--- src/rtl/lookup_stage.sv ---
// lookup_stage: one level of a pipelined binary-tree lookup.
// A lookup reads its node in the first cycle and branches on key >= pivot in the
// second. A small update FSM writes new node words through a separate port.
module lookup_stage #(
   parameter int STAGE_ID = 0,
   parameter int KEY      = 32,
   parameter int RESULT   = 16,
   parameter int ADDR     = 10,
   parameter int DATA     = 72
) (
   input  logic              clk,
   input  logic              rst,
   // lookup from the upstream stage
   input  logic              in_valid,
   input  logic [KEY-1:0]    in_key,
   input  logic [ADDR-1:0]   in_addr,
   input  logic [RESULT-1:0] in_result,
   input  logic              in_result_valid,
   // lookup to the downstream stage
   output logic              out_valid,
   output logic [KEY-1:0]    out_key,
   output logic [ADDR-1:0]   out_addr,
   output logic [RESULT-1:0] out_result,
   output logic              out_result_valid,
   // node memory read port (1-cycle latency)
   output logic [ADDR-1:0]   mem_addr,
   input  logic [DATA-1:0]   mem_dout,
   // node memory write port
   output logic              mem_wr,
   output logic [ADDR-1:0]   mem_wr_addr,
   output logic [DATA-1:0]   mem_din,
   // table update handshake
   input  logic              upd_valid,
   input  logic [ADDR-1:0]   upd_addr,
   input  logic [DATA-1:0]   upd_data,
   output logic              upd_ready,
   output logic [31:0]       lookup_count
);

   // Node word layout, MSB first: pivot, result, child_base, result_flag, pad.
   localparam int PIV_LSB   = DATA - KEY;
   localparam int RES_LSB   = PIV_LSB - RESULT;
   localparam int CHILD_LSB = RES_LSB - ADDR;
   localparam int FLAG_POS  = CHILD_LSB - 1;

   generate
      if ((DATA < KEY + RESULT + ADDR + 1) || (STAGE_ID < 0)) begin : g_param_check
         $fatal(1, "lookup_stage %0d: DATA too narrow for node fields", STAGE_ID);
      end
      if (FLAG_POS > 0) begin : g_pad
         logic unused_pad_s;
         assign unused_pad_s = ^mem_dout[FLAG_POS-1:0];
      end
   endgenerate

   typedef enum logic {
      ST_IDLE  = 1'b0,
      ST_WRITE = 1'b1
   } upd_state_t;

   logic              s1_valid_r;
   logic [KEY-1:0]    s1_key_r;
   logic [RESULT-1:0] s1_result_r;
   logic              s1_result_valid_r;

   logic [KEY-1:0]    pivot_s;
   logic [RESULT-1:0] node_result_s;
   logic [ADDR-1:0]   child_base_s;
   logic              result_flag_s;
   logic              ge_s;
   logic              hit_s;

   logic              out_valid_r;
   logic [KEY-1:0]    out_key_r;
   logic [ADDR-1:0]   out_addr_r;
   logic [RESULT-1:0] out_result_r;
   logic              out_result_valid_r;
   logic [31:0]       lookup_count_r;

   upd_state_t        state_r;
   logic              mem_wr_r;
   logic [ADDR-1:0]   mem_wr_addr_r;
   logic [DATA-1:0]   mem_din_r;
   logic              upd_ready_s;

   // The read address follows the incoming lookup directly so the node
   // word arrives exactly when the stage-1 registers hold the lookup.
   assign mem_addr = in_addr;

   assign pivot_s       = mem_dout[DATA-1 -: KEY];
   assign node_result_s = mem_dout[PIV_LSB-1 -: RESULT];
   assign child_base_s  = mem_dout[RES_LSB-1 -: ADDR];
   assign result_flag_s = mem_dout[FLAG_POS];
   assign ge_s          = (s1_key_r >= pivot_s);
   assign hit_s         = ge_s & result_flag_s;

   // Stage 1: hold the lookup while its node word is being read.
   always_ff @(posedge clk) begin
      if (rst) begin
         s1_valid_r        <= 1'b0;
         s1_key_r          <= '0;
         s1_result_r       <= '0;
         s1_result_valid_r <= 1'b0;
      end else begin
         s1_valid_r        <= in_valid;
         s1_key_r          <= in_key;
         s1_result_r       <= in_result;
         s1_result_valid_r <= in_result_valid;
      end
   end

   // Stage 2: branch on the pivot and register the downstream lookup;
   // outputs hold their last values on idle cycles.
   always_ff @(posedge clk) begin
      if (rst) begin
         out_valid_r        <= 1'b0;
         out_key_r          <= '0;
         out_addr_r         <= '0;
         out_result_r       <= '0;
         out_result_valid_r <= 1'b0;
      end else if (s1_valid_r) begin
         out_valid_r        <= 1'b1;
         out_key_r          <= s1_key_r;
         // child_base*2 + ge, upper bit dropped on wrap
         out_addr_r         <= ADDR'({child_base_s, ge_s});
         out_result_r       <= hit_s ? node_result_s : s1_result_r;
         out_result_valid_r <= hit_s ? 1'b1 : s1_result_valid_r;
      end else begin
         out_valid_r        <= 1'b0;
      end
   end

   // Completed-lookup counter, saturating at all ones.
   always_ff @(posedge clk) begin
      if (rst) begin
         lookup_count_r <= 32'd0;
      end else if (out_valid_r && (lookup_count_r != 32'hFFFF_FFFF)) begin
         lookup_count_r <= lookup_count_r + 32'd1;
      end else begin
         lookup_count_r <= lookup_count_r;
      end
   end

   // Update FSM: capture one update in IDLE, drive a single write pulse in WRITE.
   always_ff @(posedge clk) begin
      if (rst) begin
         state_r       <= ST_IDLE;
         mem_wr_r      <= 1'b0;
         mem_wr_addr_r <= '0;
         mem_din_r     <= '0;
      end else begin
         case (state_r)
            ST_IDLE: begin
               if (upd_valid && upd_ready_s) begin
                  state_r       <= ST_WRITE;
                  mem_wr_r      <= 1'b1;
                  mem_wr_addr_r <= upd_addr;
                  mem_din_r     <= upd_data;
               end else begin
                  state_r  <= ST_IDLE;
                  mem_wr_r <= 1'b0;
               end
            end
            ST_WRITE: begin
               state_r  <= ST_IDLE;
               mem_wr_r <= 1'b0;
            end
            default: begin
               state_r  <= ST_IDLE;
               mem_wr_r <= 1'b0;
            end
         endcase
      end
   end

   // Reset masks the handshake and any write that was about to land, so an
   // update in flight at reset never reaches the memory.
   assign upd_ready_s = (state_r == ST_IDLE) && !rst;
   assign upd_ready   = upd_ready_s;
   assign mem_wr      = mem_wr_r && !rst;
   assign mem_wr_addr = mem_wr_addr_r;
   assign mem_din     = mem_din_r;

   assign out_valid        = out_valid_r;
   assign out_key          = out_key_r;
   assign out_addr         = out_addr_r;
   assign out_result       = out_result_r;
   assign out_result_valid = out_result_valid_r;
   assign lookup_count     = lookup_count_r;

endmodule

--- config.mk ---
export PLATFORM = sky130hd
export DESIGN_NAME = lookup_stage
export DESIGN_NICKNAME = d
export VERILOG_FILES = /design/src/rtl/lookup_stage.sv
export SDC_FILE = /design/constraint.sdc
export NUM_CORES = 1
export LEC_CHECK = 0
export BUFFER_PORTS_ARGS = -buffer_cell sky130_fd_sc_hd__buf_2
export CORE_AREA = 2 2 158 160
export CTS_BUF_LIST = sky130_fd_sc_hd__clkbuf_4
export CTS_CLUSTER_SIZE = 12
export DETAILED_ROUTE_END_ITERATION = 8
export DIE_AREA = 0 0 160 162
export PLACE_DENSITY = 0.7
export SYNTH_ARGS = -nofsm -noshare
export SYNTH_HDL_FRONTEND = slang
export SYNTH_SLANG_ARGS = --single-unit
--- constraint.sdc ---
create_clock -name clk -period 2.74 [get_ports clk]
set_input_delay 0 -clock clk [delete_from_list [all_inputs] [get_ports clk]]
set_output_delay 0 -clock clk [all_outputs]
set_load 0.01 [all_outputs]
# ---- Word-level counts from Yosys, hierarchy flattened
# Cells that the tools add are included.
dict set report word_totals {
  regBits 225
  input_bits 217
  output_inout_bits 186
}
dict set report classes {
  n_addsub 1
  magnitude_cmp 1
  n_eq_ne 1
  n_mux 5
  n_bitwise 2
  n_reduce_logical 6
}
# cell n
set ops {}
lappend ops {{adder 32 x 1 -> 32 bit, second input constant} 1}
lappend ops {{>= comparator 32 bit} 1}
lappend ops {{inequality test 32 bit, second input constant} 1}
lappend ops {{2-to-1 mux 16 bit} 1}
lappend ops {{logical AND 1 bit} 4}
lappend ops {{2-to-1 mux 1 bit} 3}
lappend ops {{case mux 1 bit (2 select lines)} 1}
lappend ops {{AND reduction 2 bit} 1}
lappend ops {{AND 1 bit} 1}
lappend ops {{zero test 1 bit} 1}
lappend ops {{NOT 1 bit} 1}

# ---- Logic depth before layout (Yosys ltp)
# Gate-level depths: netlist of the first run.
dict set report depth {
  depth_word 5
  ltp_mapped 9
  mapped_depth_nobuf 8
}

# ---- Worst setup path before layout of the first run
# OpenSTA, ideal clock, no wires.
dict set report synth_path {
  path_kind {register to register}
  from {register s1_key_r[25]}
  to {register out_result_r[10] (netlist: out_result[10])}
  t_arrival_ns 2.174
  t_required_ns 2.599
  setup_slack_ns 0.425
  stages_incl_launch_ff 9
  n_path_buf 1
  synth_period_minus_slack_ns 2.315
  cell_sequence {dfxtp_1 > ha_1 > a21o_1 > a221o_1 > a221o_1 > a22o_1 > clkbuf_1 > o21ai_0 > a311oi_1}
}
dict set report synth_via {
  elab_chain_len 3
}
# element line_no
set synth_lines {}
lappend synth_lines {{start, declared} 62} ;# logic [KEY-1:0] s1_key_r;
lappend synth_lines {{start signal, assigned} 106} ;# s1_key_r <= in_key;
lappend synth_lines {{>= comparator 32 bit} 94} ;# assign ge_s = (s1_key_r >= pivot_s);
lappend synth_lines {{AND 1 bit} 95} ;# assign hit_s = ge_s & result_flag_s;
lappend synth_lines {{2-to-1 mux 16 bit} 126} ;# out_result_r <= hit_s ? node_result_s : s1_result_r;
lappend synth_lines {{end signal, assigned} 126}
lappend synth_lines {{end, declared} 76} ;# logic [RESULT-1:0] out_result_r;
# No other way between the ends.
# A chain may end at the register's enable or synchronous reset.

# ---- Final worst setup path of the first run
dict set report layout_path {
  from {register s1_key_r[0]}
  to {register out_result_r[7] (netlist: out_result[7])}
}
# Same word-level chain as after synthesis.

==> results by group, run 1 <==
Placed design
  – RePlAce Congestion: 0.825
  – DP Worst Slack: -0.0684 ns
  – Post-DP HPWL: 18700 um
  – Number of port buffers: 368

Setup path
  – Arrival time reported for the critical path endpoint: 3.19 ns
  – Library cell contributing the largest single delay on the critical path: a311o_2
  – Element type at the critical path end: register
  – Kind of critical path: register to register
  – Crit-path max cell delay: 0.47 ns
  – Cells traversed along the worst timing path: inv_1 > ha_1 > nand2b_1 > a2111o_1 > a32oi_1 > a311o_2 > nand3_1 > a311oi_1
  – Worst endpoint required time: 3.33 ns
  – Top delay family on crit path: compound AO/OA/AOI/OAI gates
  – Peak fanout along the critical path: 16
  – Critical Path Start Type: register
  – Count of buffering cells on the critical path with inverters included: 1

Yosys
  – Share of synthesized flip-flops with an asynchronous set or reset: 0%
  – Post-synthesis sequential area ratio: 49.9%
  – Synthesized Nets: 1243
  – Count of synthesis-stage warnings from yosys: 0
  – Seq cells post-synth: 225
  – Main area contributors after synthesis: dfxtp_1, nand2b_1, o21ai_0
  – Number of distinct library cells after synthesis: 42
  – Most frequently used flop master after synthesis: dfxtp_1
  – Number of enable-type register cells in the synthesized netlist: 0
  – Gate Count Post-Synth: 993
  – Post-synth top area cell: dfxtp_1
  – Post-synthesis area per instance: 9.08 um^2
  – Post-synthesis cell area: 9020 um^2
  – Area share of the largest cell type after synthesis: 49.9%

Power
  – Proportion of power drawn by combinational gates: 14.6%
  – Clock group share of total power: 38.6%
  – Sequential share of power: 46.8%
  – Switching Fraction: 26.4%
  – Power dissipated by switching net loads: 0.00200 W
  – PwrDens: 525 nW/um^2
  – IR Drop Worst-Case VDD: 0.326 mV
  – Power Internal: 0.00557 W
  – Leakage power of the design: 6.73 nW

Timing
  – Post-route setup TNS: 0 ns
  – Actual transition at the worst max-transition pin: 0.766 ns
  – Final worst path period share: 94.9%
  – Min Clock Period, post-route: 2.60 ns
  – Worst relative slew slack: 48.9%
  – Unrepaired setup endpoints after global routing: false
  – Final count of hold timing violations: 0
  – Worst Setup Slack, final: 0.140 ns
  – Max Slew Vio Count: 0
  – Clock Skew: 0.0606 ns
  – Top achievable clock speed: 0.385 GHz
  – Final setup fails: 0

Routing
  – DRT met1 WL: 12100 um
  – First-pass detailed-route iteration total: 5
  – Met2 WL: 15500 um
  – Total met3 wirelength after detailed routing: 2680 um
  – Drt total wl: 31800 um
  – Vias after detailed routing: 9545
  – Antenna Violating Nets Remaining: 0
  – Drt drc: 0
  – Average vias per placed instance: 4.80
  – Average wire length per cell after detail routing: 16.0 um
  – Top routing layer in use: met4
  – Starting DRT DRC Count: 532

CTS
  – Root buffer selected by CTS: clkbuf_4
  – Clock Latency Late Sink: 0.69 ns
  – Number of buffers created by CTS: 58
  – Clock Tree Buf Depth: 3
  – Clock tree from TritonCTS: built
  – TritonCTS Sinks: 225
  – Clock-pin slew on the worst setup and hold paths: 0.07 ns
  – H-tree levels: 2

Job
  – Max-cap viol count: 0

Finish
  – Synth-to-Final Area Change: 59.6%
  – Number of nets at the end of the flow: 1865
  – Share of post-route cells with drive strength above 1: 28.8%
  – Fill cell count: 1988

Global routing
  – Maximum number of pins on one net before global-route repair: 167
  – Initial antenna violation count: 7
  – Total global routing track utilization: 23.9%
  – Via count of the first global-routing pass: 9974
  – Wire length of the first global-routing pass: 50200 um
  – Remaining global-route overflow: 0

Floorplan
  – Number of placement rows: 57
  – Die W: 160 um
  – Placeable core area: 24100 um^2
  – Initial core utilization: 37.4%
  – DIE AREA: 25900 um^2
  – Chip height: 162 um
  – Number of I/O pins: 403

Min path
  – Class of the most critical hold timing path: input port to output port

Run status
  – Status: complete, no violations
[synthesized netlist by cell type, types with 2 or more instances]
master and instances:
dfxtp_1 225, nand4_1 10, a21oi_1 10, buf_4 10, xnor2_1 2, nand2_1 93, and2_1 5, inv_1 35
a31oi_1 3, ha_1 33, a211oi_1 2, o21ai_1 3, o21ai_0 100, and3_1 9, nand2b_1 83, xor2_1 27
mux2i_1 42, nor3_1 6, and4_1 9, a311oi_1 18, nand3_1 34, buf_1 5, buf_2 2, a221o_1 3
clkbuf_1 51, o2111ai_1 4, o211ai_1 6, clkbuf_2 2, nor2b_1 54, nor2_1 95
[per-layer routing]
layer / GRT usage, % / vias up
li1: - / 4609
met1: 25.7 / 4353
met2: 42.5 / 458
met3: 7.30 / 125
met4: 12.6 / 0
met5: 0 / -
[worst register-to-register path: cells and delay by family (launching register included)]
kind,cells,cell delay [ns]
AND/OR/NAND/NOR,2,0.28
flip-flops,1,0.33
buffers and inverters,1,0.04
adder cells (fa/ha/maj),1,0.25
AO/OA/AOI/OAI,4,1.60
[layout make-up]
class | count | area, um^2 | share of cell area, %
clock buffer | 86 | 646 | 4.48
antenna | 7 | 17.5 | 0.122
multi-input combinational | 662 | 4080 | 28.4
inverter | 35 | 131 | 0.913
clock inverter | 16 | 96.3 | 0.669
tap | 324 | 405 | 2.82
sequential | 225 | 4510 | 31.3
timing repair buffer | 633 | 4510 | 31.3
[registers in the layout, summed over array words and instances, names as in the netlist]
| signal | count |
|---|---|
| mem_wr_addr | 10 |
| s1_result_r | 16 |
| out_result_valid | 1 |
| out_key | 32 |
| out_result | 16 |
| s1_valid_r | 1 |
| s1_key_r | 32 |
| lookup_count | 32 |
| s1_result_valid_r | 1 |
| out_valid | 1 |
| mem_din | 72 |
| mem_wr_r | 1 |
| out_addr | 10 |
[cell families after synthesis]
kind of cell             Yosys count  share of synthesized area [%]
buffers and inverters            106                           4.97
adder cells (fa/ha/maj)           33                           4.58
AND/OR/NAND/NOR                  401                           22.3
XOR/XNOR                          29                           2.82
flip-flops                       225                           49.9
multiplexers                      42                           4.66
AO/OA/AOI/OAI                    157                           10.7
[final timing paths]
path | from | slack (ns) | endpoint | cells past startpoint
max | s1_key_r[0]$_SDFF_PP0_ | 0.14 | out_result[7]$_SDFFE_PP0P_ | 8
min | in_addr[5] | 0.000004 | mem_addr[5] | 0
max reg2reg | s1_key_r[0]$_SDFF_PP0_ | 0.14 | out_result[7]$_SDFFE_PP0P_ | 8
min reg2reg | s1_key_r[12]$_SDFF_PP0_ | 0.46 | out_key[12]$_SDFFE_PP0P_ | 2
[cells in the final DEF (no fill, tap or decap), drive strengths merged, types with 2 or more instances in the layout]
cell and n:
buf 380, dlygate4sd3 253, dfxtp 225, o21ai 103
nor2 95, nand2 93, clkbuf 86, nand2b 83
nor2b 54, mux2i 42, inv 35, nand3 34
ha 33, xor2 27, a311oi 19, clkinv 13
nand4 10, a21oi 10, and4 9, and3 9
diode 7, nor3 7, o211ai 6, and2 5
o2111ai 4, a31oi 3, a221o 3, a211oi 2
xnor2 2, clkinvlp 2
[power groups by stage]
stage               clock (W)  combinational [W]  sequential (W)
floorplan                   0           0.000367         0.00365
global placement            0           0.000774         0.00359
detailed placement          0           0.000783         0.00360
CTS                   0.00300            0.00108         0.00353
global route          0.00322            0.00120         0.00355
finish                0.00292            0.00110         0.00354
[per-stage QoR]
stage	cell area [um^2]	total power (W)	hold WS, ns	utilization [%]	std cells
after floorplan	9020	0.00402	0.0918	-	993
after global placement	11100	0.00437	0.0000686	46.0	1626
after detailed placement	11100	0.00438	0.0000686	46.0	1626
after CTS	14400	0.00761	0.0000686	59.6	1981
after global routing	14400	0.00797	0.0000163	59.7	1988
final	14400	0.00756	0.00000444	59.7	1988
[repair_timing]
item	CTS	global route
hold endpoints to repair	177	0
pin swaps	0	1
setup buffers	0	0
setup endpoints to repair	16	3
hold buffers	253	0
gates resized for setup	1	0
Power figures use the tool's default switching activity.
==> run 2: changes to the inputs <==
==> config.mk (replaced) <==
export PLATFORM = sky130hd
export DESIGN_NAME = lookup_stage
export DESIGN_NICKNAME = d
export VERILOG_FILES = /design/src/rtl/lookup_stage.sv
export SDC_FILE = /design/constraint.sdc
export NUM_CORES = 1
export LEC_CHECK = 0
export ABC_AREA = 1
export BUFFER_PORTS_ARGS = -buffer_cell sky130_fd_sc_hd__buf_2
export CORE_AREA = 2 2 156 158
export CTS_BUF_LIST = sky130_fd_sc_hd__clkbuf_4
export CTS_CLUSTER_SIZE = 12
export DETAILED_ROUTE_END_ITERATION = 8
export DIE_AREA = 0 0 158 160
export MAX_ROUTING_LAYER = met4
export PLACE_DENSITY = 0.72
export SYNTH_ARGS = -nofsm -noshare
export SYNTH_HDL_FRONTEND = slang
export SYNTH_SLANG_ARGS = --single-unit
==> run 2 against run 1 <==
Worst hold slack about the same. Critical path depth increased by 5. Wire length increased by 5.9%. Cell count increased by 12%. Die area decreased by 2.5%. Critical path type unchanged.
==> results by group, run 2 <==
Global routing
  – Wire length of the first global-routing pass: 52700 um
  – Global-route met3 utilization: 6.43%
  – Maximum number of pins on one net before global-route repair: 162
  – Initial antenna violation count: 1
  – Routing layer with the top usage in global route: met2
  – Total global routing track utilization: 26.5%
  – Grt met1 use: 27.3%
  – Remaining global-route overflow: 0
  – Met2 track demand over resource: 45.0%
  – Via count of the first global-routing pass: 11.2k

Setup path
  – Arrival time reported for the critical path endpoint: 3.12 ns
  – Cells traversed along the worst timing path: ha_1 > a21oi_1 > nand2_1 > nor2_1 > nand2_1 > nand2_1 > nand2_1 > nand2_1 > nand2_4 > nand3_1 > dlygate4sd3_1 > nand3_1 > a21oi_1
  – Flop-to-flop setup slack: 0.20 ns
  – Library cell contributing the largest single delay on the critical path: dlygate4sd3_1
  – Worst endpoint required time: 3.32 ns
  – CP dominant cell by count: nand2_1
  – Kind of critical path: register to register
  – Worst R2R Path Depth: 13
  – Peak fanout along the critical path: 18
  – Critical Path Start Type: register
  – Crit-path max cell delay: 0.57 ns
  – Element type at the critical path end: register

Yosys
  – Post-synthesis area per instance: 7.37 um^2
  – Synthesized Nets: 1515
  – Seq cells post-synth: 225
  – Share of synthesized flip-flops with an asynchronous set or reset: 0%
  – Gate Count Post-Synth: 1265
  – Post-synth top area cell: dfxtp_1
  – Top cell types by occurrence after synthesis: nand2_1, dfxtp_1, nor2_1
  – Post-synthesis sequential area ratio: 48.3%
  – Main area contributors after synthesis: dfxtp_1, nand2_1, o21ai_0
  – Area share of the largest cell type after synthesis: 48.3%
  – Number of enable-type register cells in the synthesized netlist: 0
  – Most common cell in the netlist: nand2_1
  – Count of synthesis-stage warnings from yosys: 0
  – Most frequently used flop master after synthesis: dfxtp_1
  – Post-synthesis cell area: 9330 um^2
  – Number of distinct library cells after synthesis: 33

Placed design
  – Post-DP HPWL: 18800 um
  – Post-place instance area: 11300 um^2
  – Number of port buffers: 368
  – RePlAce Congestion: 0.854

Floorplan
  – Number of placement rows: 57
  – Initial core utilization: 39.1%
  – Placeable core area: 23800 um^2
  – Die W: 158 um
  – DIE AREA: 25300 um^2
  – Chip height: 160 um
  – Number of I/O pins: 403

Timing
  – Final count of hold timing violations: 0
  – Unrepaired setup endpoints after global routing: false
  – Final setup fails: 0
  – Post-route setup TNS: 0 ns
  – Worst relative slew slack: 33.4%
  – Min Clock Period, post-route: 2.54 ns
  – Clock Skew: 0.0643 ns
  – Final worst path period share: 92.8%
  – Top achievable clock speed: 0.393 GHz
  – Max Slew Vio Count: 0
  – Actual transition at the worst max-transition pin: 0.999 ns

Routing
  – Drt total wl: 33600 um
  – Average wire length per cell after detail routing: 15.1 um
  – Starting DRT DRC Count: 625
  – Average vias per placed instance: 4.83
  – Vias after detailed routing: 10.7k
  – First-pass detailed-route iteration total: 5
  – Drt drc: 0
  – Antenna Violating Nets Remaining: 0

Power
  – Power dissipated by switching net loads: 0.00207 W
  – Clock group share of total power: 38.5%
  – Power Internal: 0.00555 W
  – PwrDens: 532 nW/um^2
  – Sequential share of power: 46.6%
  – IR Drop Worst-Case VDD: 0.328 mV
  – Proportion of power drawn by combinational gates: 14.8%
  – Switching Fraction: 27.2%
  – Leakage power of the design: 7.11 nW

CTS
  – Root buffer selected by CTS: clkbuf_4
  – Clock tree from TritonCTS: built
  – TritonCTS Sinks: 225
  – Clock Tree Buf Depth: 3
  – Clock Latency Late Sink: 0.71 ns
  – Number of buffers created by CTS: 61
  – Clock-pin slew on the worst setup and hold paths: 0.06 ns
  – H-tree levels: 2

Finish
  – Post-layout util: 60.2%
  – Highest-count cells in the layout ignoring fill and taps: buf_2, nand2_1, dfxtp_1, dlygate4sd3_1, nor2_1
  – Fill cell count: 2015
  – Flip-flop count of the largest register, all copies and words added: 72
  – Commonest non-fill, non-tap cell in the layout: buf_2
  – Design area: 14300 um^2
  – Reg area: 4510 um^2
  – Number of nets at the end of the flow: 2103
  – Synth-to-Final Area Change: 53.7%
  – Share of post-route cells with drive strength above 1: 26.4%
  – Area occupied by multi-input gates: 3900 um^2

Job
  – Max-cap viol count: 0

Min path
  – Worst hold path stage count: 0
  – Class of the most critical hold timing path: input port to output port

Run status
  – Status: complete, no violations
[run 2: cell type report]
class	count	area share, %
Inverter	157	4.13
Clock buffer	94	4.92
Multi-Input combinational cell	809	27.2
Antenna cell	1	0.0175
Tap cell	324	2.83
Sequential cell	225	31.4
Clock inverter	12	0.332
Timing Repair Buffer	599	29.1
[run 2: cell families after synthesis]
kind of cell / after synthesis / synth area share [%]
xor gates and xnor gates: 13 / 1.22
DFF: 225 / 48.3
and+or+nand+nor: 565 / 25.2
buffers and inverters: 231 / 10.0
AOI/OAI and AO/OA: 198 / 10.9
adders and majority gates: 33 / 4.43
[run 2: final timing paths]
kind,to,startpoint
setup / recovery,out_result[3]$_SDFFE_PP0P_,s1_key_r[7]$_SDFF_PP0_
hold / removal,mem_addr[2],in_addr[2]
setup reg to reg,out_result[3]$_SDFFE_PP0P_,s1_key_r[7]$_SDFF_PP0_
hold reg to reg,out_result[15]$_SDFFE_PP0P_,out_result[15]$_SDFFE_PP0P_
[run 2: power by group through the flow]
stage	Sequential, W	Clock (W)	Combinational (W)
6_report	0.00355	0.00294	0.00113
5_1_grt	0.00357	0.00320	0.00123
4_1_cts	0.00354	0.00298	0.00107
3_5_place_dp	0.00361	0	0.000824
3_3_place_gp	0.00361	0	0.000807
2_1_floorplan	0.00367	0	0.000385
[run 2: stage by stage]
step           total power (W)  instances  hold WS [ns]  setup WS [ns]
2_1_floorplan          0.00406       1265        0.0918          0.988
3_3_place_gp           0.00441       1888     0.0000686          0.494
3_5_place_dp           0.00443       1888     0.0000686          0.451
4_1_cts                0.00759       2216     0.0000686          0.203
5_1_grt                0.00800       2221     0.0000464         0.0209
6_report               0.00762       2221    0.00000444          0.197
[run 2: repair_timing]
action                                  CTS  global route
hold buffers                            222             0
endpoints found under the setup margin    0            23
setup buffers                             0             3
gates resized for setup                   0             4
hold endpoints to repair                206             0
[run 2: critical path: cells and delay by family (launching register included)]
family,cells,cell delay [ns]
AOI/OAI and AO/OA,2,0.39
adders and majority gates,1,0.30
buffers and inverters,1,0.57
DFF,1,0.32
and+or+nand+nor,9,0.87
[run 2: per-layer routing]
metal	vias to the layer above	part of all wire, %
met5	-	0
met4	0	5.6
met3	160	7.1
met2	518	49
met1	4882	38
li1	5174	-
==> run 3: changes to the inputs <==
--- a/config.mk
+++ b/config.mk
@@ -8,11 +8,10 @@
 export ABC_AREA = 1
 export BUFFER_PORTS_ARGS = -buffer_cell sky130_fd_sc_hd__buf_2
 export CORE_AREA = 2 2 156 158
-export CTS_BUF_LIST = sky130_fd_sc_hd__clkbuf_4
+export CTS_BUF_LIST = sky130_fd_sc_hd__clkbuf_16
 export CTS_CLUSTER_SIZE = 12
 export DETAILED_ROUTE_END_ITERATION = 8
 export DIE_AREA = 0 0 158 160
-export MAX_ROUTING_LAYER = met4
 export PLACE_DENSITY = 0.72
 export SYNTH_ARGS = -nofsm -noshare
 export SYNTH_HDL_FRONTEND = slang
==> run 3 against run 2 <==
Clock power up 2%. Clock skew down 0.058 ns. Total power down 0.36%. Sequential cell count unchanged. Fmax up 8.1%. Sequential share of layout area up 1.6 points. Critical endpoint is now out_result[9]$_SDFFE_PP0P_.
==> results by group, run 3 (synthesis gave the netlist of run 2 again) <==
Routing
  – Starting DRT DRC Count: 640
  – Drt total wl: 30700 um
  – Total met3 wirelength after detailed routing: 2250 um
  – Antenna Violating Nets Remaining: 0
  – Average vias per placed instance: 4.76
  – Average wire length per cell after detail routing: 14.7 um
  – Vias after detailed routing: 9933
  – Top routing layer in use: met4
  – Met2 WL: 15100 um
  – Drt drc: 0
  – DRT met1 WL: 12000 um
  – First-pass detailed-route iteration total: 5

Global routing
  – Maximum number of pins on one net before global-route repair: 162
  – Total global routing track utilization: 23.6%
  – Via count of the first global-routing pass: 9949
  – Wire length of the first global-routing pass: 48600 um
  – Remaining global-route overflow: 0
  – Initial antenna violation count: 0

Job
  – Max-cap viol count: 0

Min path
  – Hold wc startpoint: in_addr[2]
  – Worst hold path stage count: 0
  – Class of the most critical hold timing path: input port to output port

Finish
  – Number of nets at the end of the flow: 2002
  – Synth-to-Final Area Change: 46.1%
  – Share of post-route cells with drive strength above 1: 24.2%
  – Commonest non-fill, non-tap cell in the layout: buf_2
  – Flip-flop count of the largest register, all copies and words added: 72
  – Antenna diode count: 0
  – Area occupied by multi-input gates: 3890 um^2
  – Fill cell count: 2094
  – Design area: 13600 um^2
  – Number of cells in the finished layout apart from fillers: 2088
  – Highest-count cells in the layout ignoring fill and taps: buf_2, nand2_1, dfxtp_1, nor2_1, dlygate4sd3_1
  – Reg area: 4510 um^2

CTS
  – Number of buffers created by CTS: 25
  – Clock-pin slew on the worst setup and hold paths: 0.06 ns
  – Clock Tree Buf Depth: 3
  – Clock tree from TritonCTS: built
  – Root buffer selected by CTS: clkbuf_16
  – Clock Latency Late Sink: 0.51 ns
  – Number of buffers inserted by post-CTS setup repair: 0
  – H-tree levels: 1
  – TritonCTS Sinks: 225
  – PostCTS Resize Cnt: 0

Setup path
  – R2r startpoint: s1_key_r[7]$_SDFF_PP0_
  – Peak fanout along the critical path: 18
  – Element type at the critical path end: register
  – Critical Path Start Type: register
  – Critical path launch point: s1_key_r[7]$_SDFF_PP0_
  – Worst R2R Path Depth: 15
  – Kind of critical path: register to register
  – Worst endpoint required time: 3.17 ns
  – Arrival time reported for the critical path endpoint: 2.78 ns

Power
  – IR Drop Worst-Case VDD: 0.540 mV
  – Leakage power of the design: 6.75 nW
  – Clock group share of total power: 39.7%
  – Power dissipated by switching net loads: 0.00193 W
  – Power Internal: 0.00566 W
  – Proportion of power drawn by combinational gates: 13.6%
  – Switching Fraction: 25.4%
  – PwrDens: 557 nW/um^2
  – Sequential share of power: 46.8%

Timing
  – Worst relative slew slack: 34.5%
  – Final setup fails: 0
  – Post-route setup TNS: 0 ns
  – Max Slew Vio Count: 0
  – Final count of hold timing violations: 0
  – Final worst path period share: 85.9%
  – Top achievable clock speed: 0.425 GHz
  – Min Clock Period, post-route: 2.35 ns
  – Unrepaired setup endpoints after global routing: false
  – Actual transition at the worst max-transition pin: 0.983 ns
  – Clock Skew: 0.00619 ns

Placed design
  – Post-place instance area: 11300 um^2
  – Post-DP HPWL: 18800 um
  – Number of port buffers: 368
  – RePlAce Congestion: 0.841
  – Placed Cells incl. Taps: 1888

Floorplan
  – Initial core utilization: 39.1%
  – Die W: 158 um
  – Placeable core area: 23800 um^2
  – DIE AREA: 25300 um^2
  – Chip height: 160 um
  – Number of I/O pins: 403
  – Number of placement rows: 57

Run status
  – Status: complete, no violations
==> run 3: area by class of cell <==
class                           instances  area share, %
Sequential cell                       225           33.1
Multi-Input combinational cell        809           28.6
Timing Repair Buffer                  534           25.8
Clock buffer                           25           4.59
Inverter                              157           4.34
Tap cell                              324           2.98
Clock inverter                         14          0.606
==> run 3: layer usage <==
metal | GRT usage, % | up-vias
li1 | - | 4919
met3 | 5.97 | 101
met1 | 26.5 | 4507
met5 | 0 | -
met2 | 41.0 | 406
met4 | 11.8 | 0
==> run 3: power by group through the flow <==
stage / clock network [W] / logic [W] / registers [W]
after floorplan: 0 / 0.000385 / 0.00367
after global placement: 0 / 0.000807 / 0.00361
after detailed placement: 0 / 0.000824 / 0.00361
after CTS: 0.00309 / 0.00101 / 0.00354
after global routing: 0.00323 / 0.00114 / 0.00357
final: 0.00301 / 0.00103 / 0.00355
==> run 3: worst paths after layout <==
kind | endpoint | slack, ns
worst max-delay path | out_result[9]$_SDFFE_PP0P_ | 0.39
worst min register to register | out_result[15]$_SDFFE_PP0P_ | 0.46
worst min-delay path | mem_addr[2] | 0.000004
worst max register to register | out_result[9]$_SDFFE_PP0P_ | 0.39
==> run 3: worst max-delay path: stages, from the launching register on <==
cell	delay, ns
dfxtp_1	0.32
ha_1	0.30
nand2_1	0.06
inv_1	0.07
nand2_1	0.08
nor2_1	0.10
nor2_1	0.04
nand2_1	0.09
nand2_1	0.06
nand2_1	0.06
nand2_1	0.05
nand2_2	0.31
nand2_2	0.33
nand2_1	0.14
nand3_1	0.07
a21oi_1	0.17
==> run 3: metrics by stage <==
| step | util, % | setup slack, ns | total power, W | hold WS, ns |
|---|---|---|---|---|
| after floorplan | - | 0.988 | 0.00406 | 0.0918 |
| after global placement | 47.4 | 0.494 | 0.00441 | 0.0000686 |
| after detailed placement | 47.4 | 0.451 | 0.00443 | 0.0000686 |
| after CTS | 57.2 | 0.417 | 0.00764 | 0.0000686 |
| after global routing | 57.2 | 0.134 | 0.00794 | 0.0000464 |
| final | 57.2 | 0.386 | 0.00759 | 0.00000444 |
==> run 3: timing repair <==
item	4_1_cts	5_1_grt
hold buffers	161	0
endpoints found under the setup margin	0	0
hold endpoints to repair	157	0
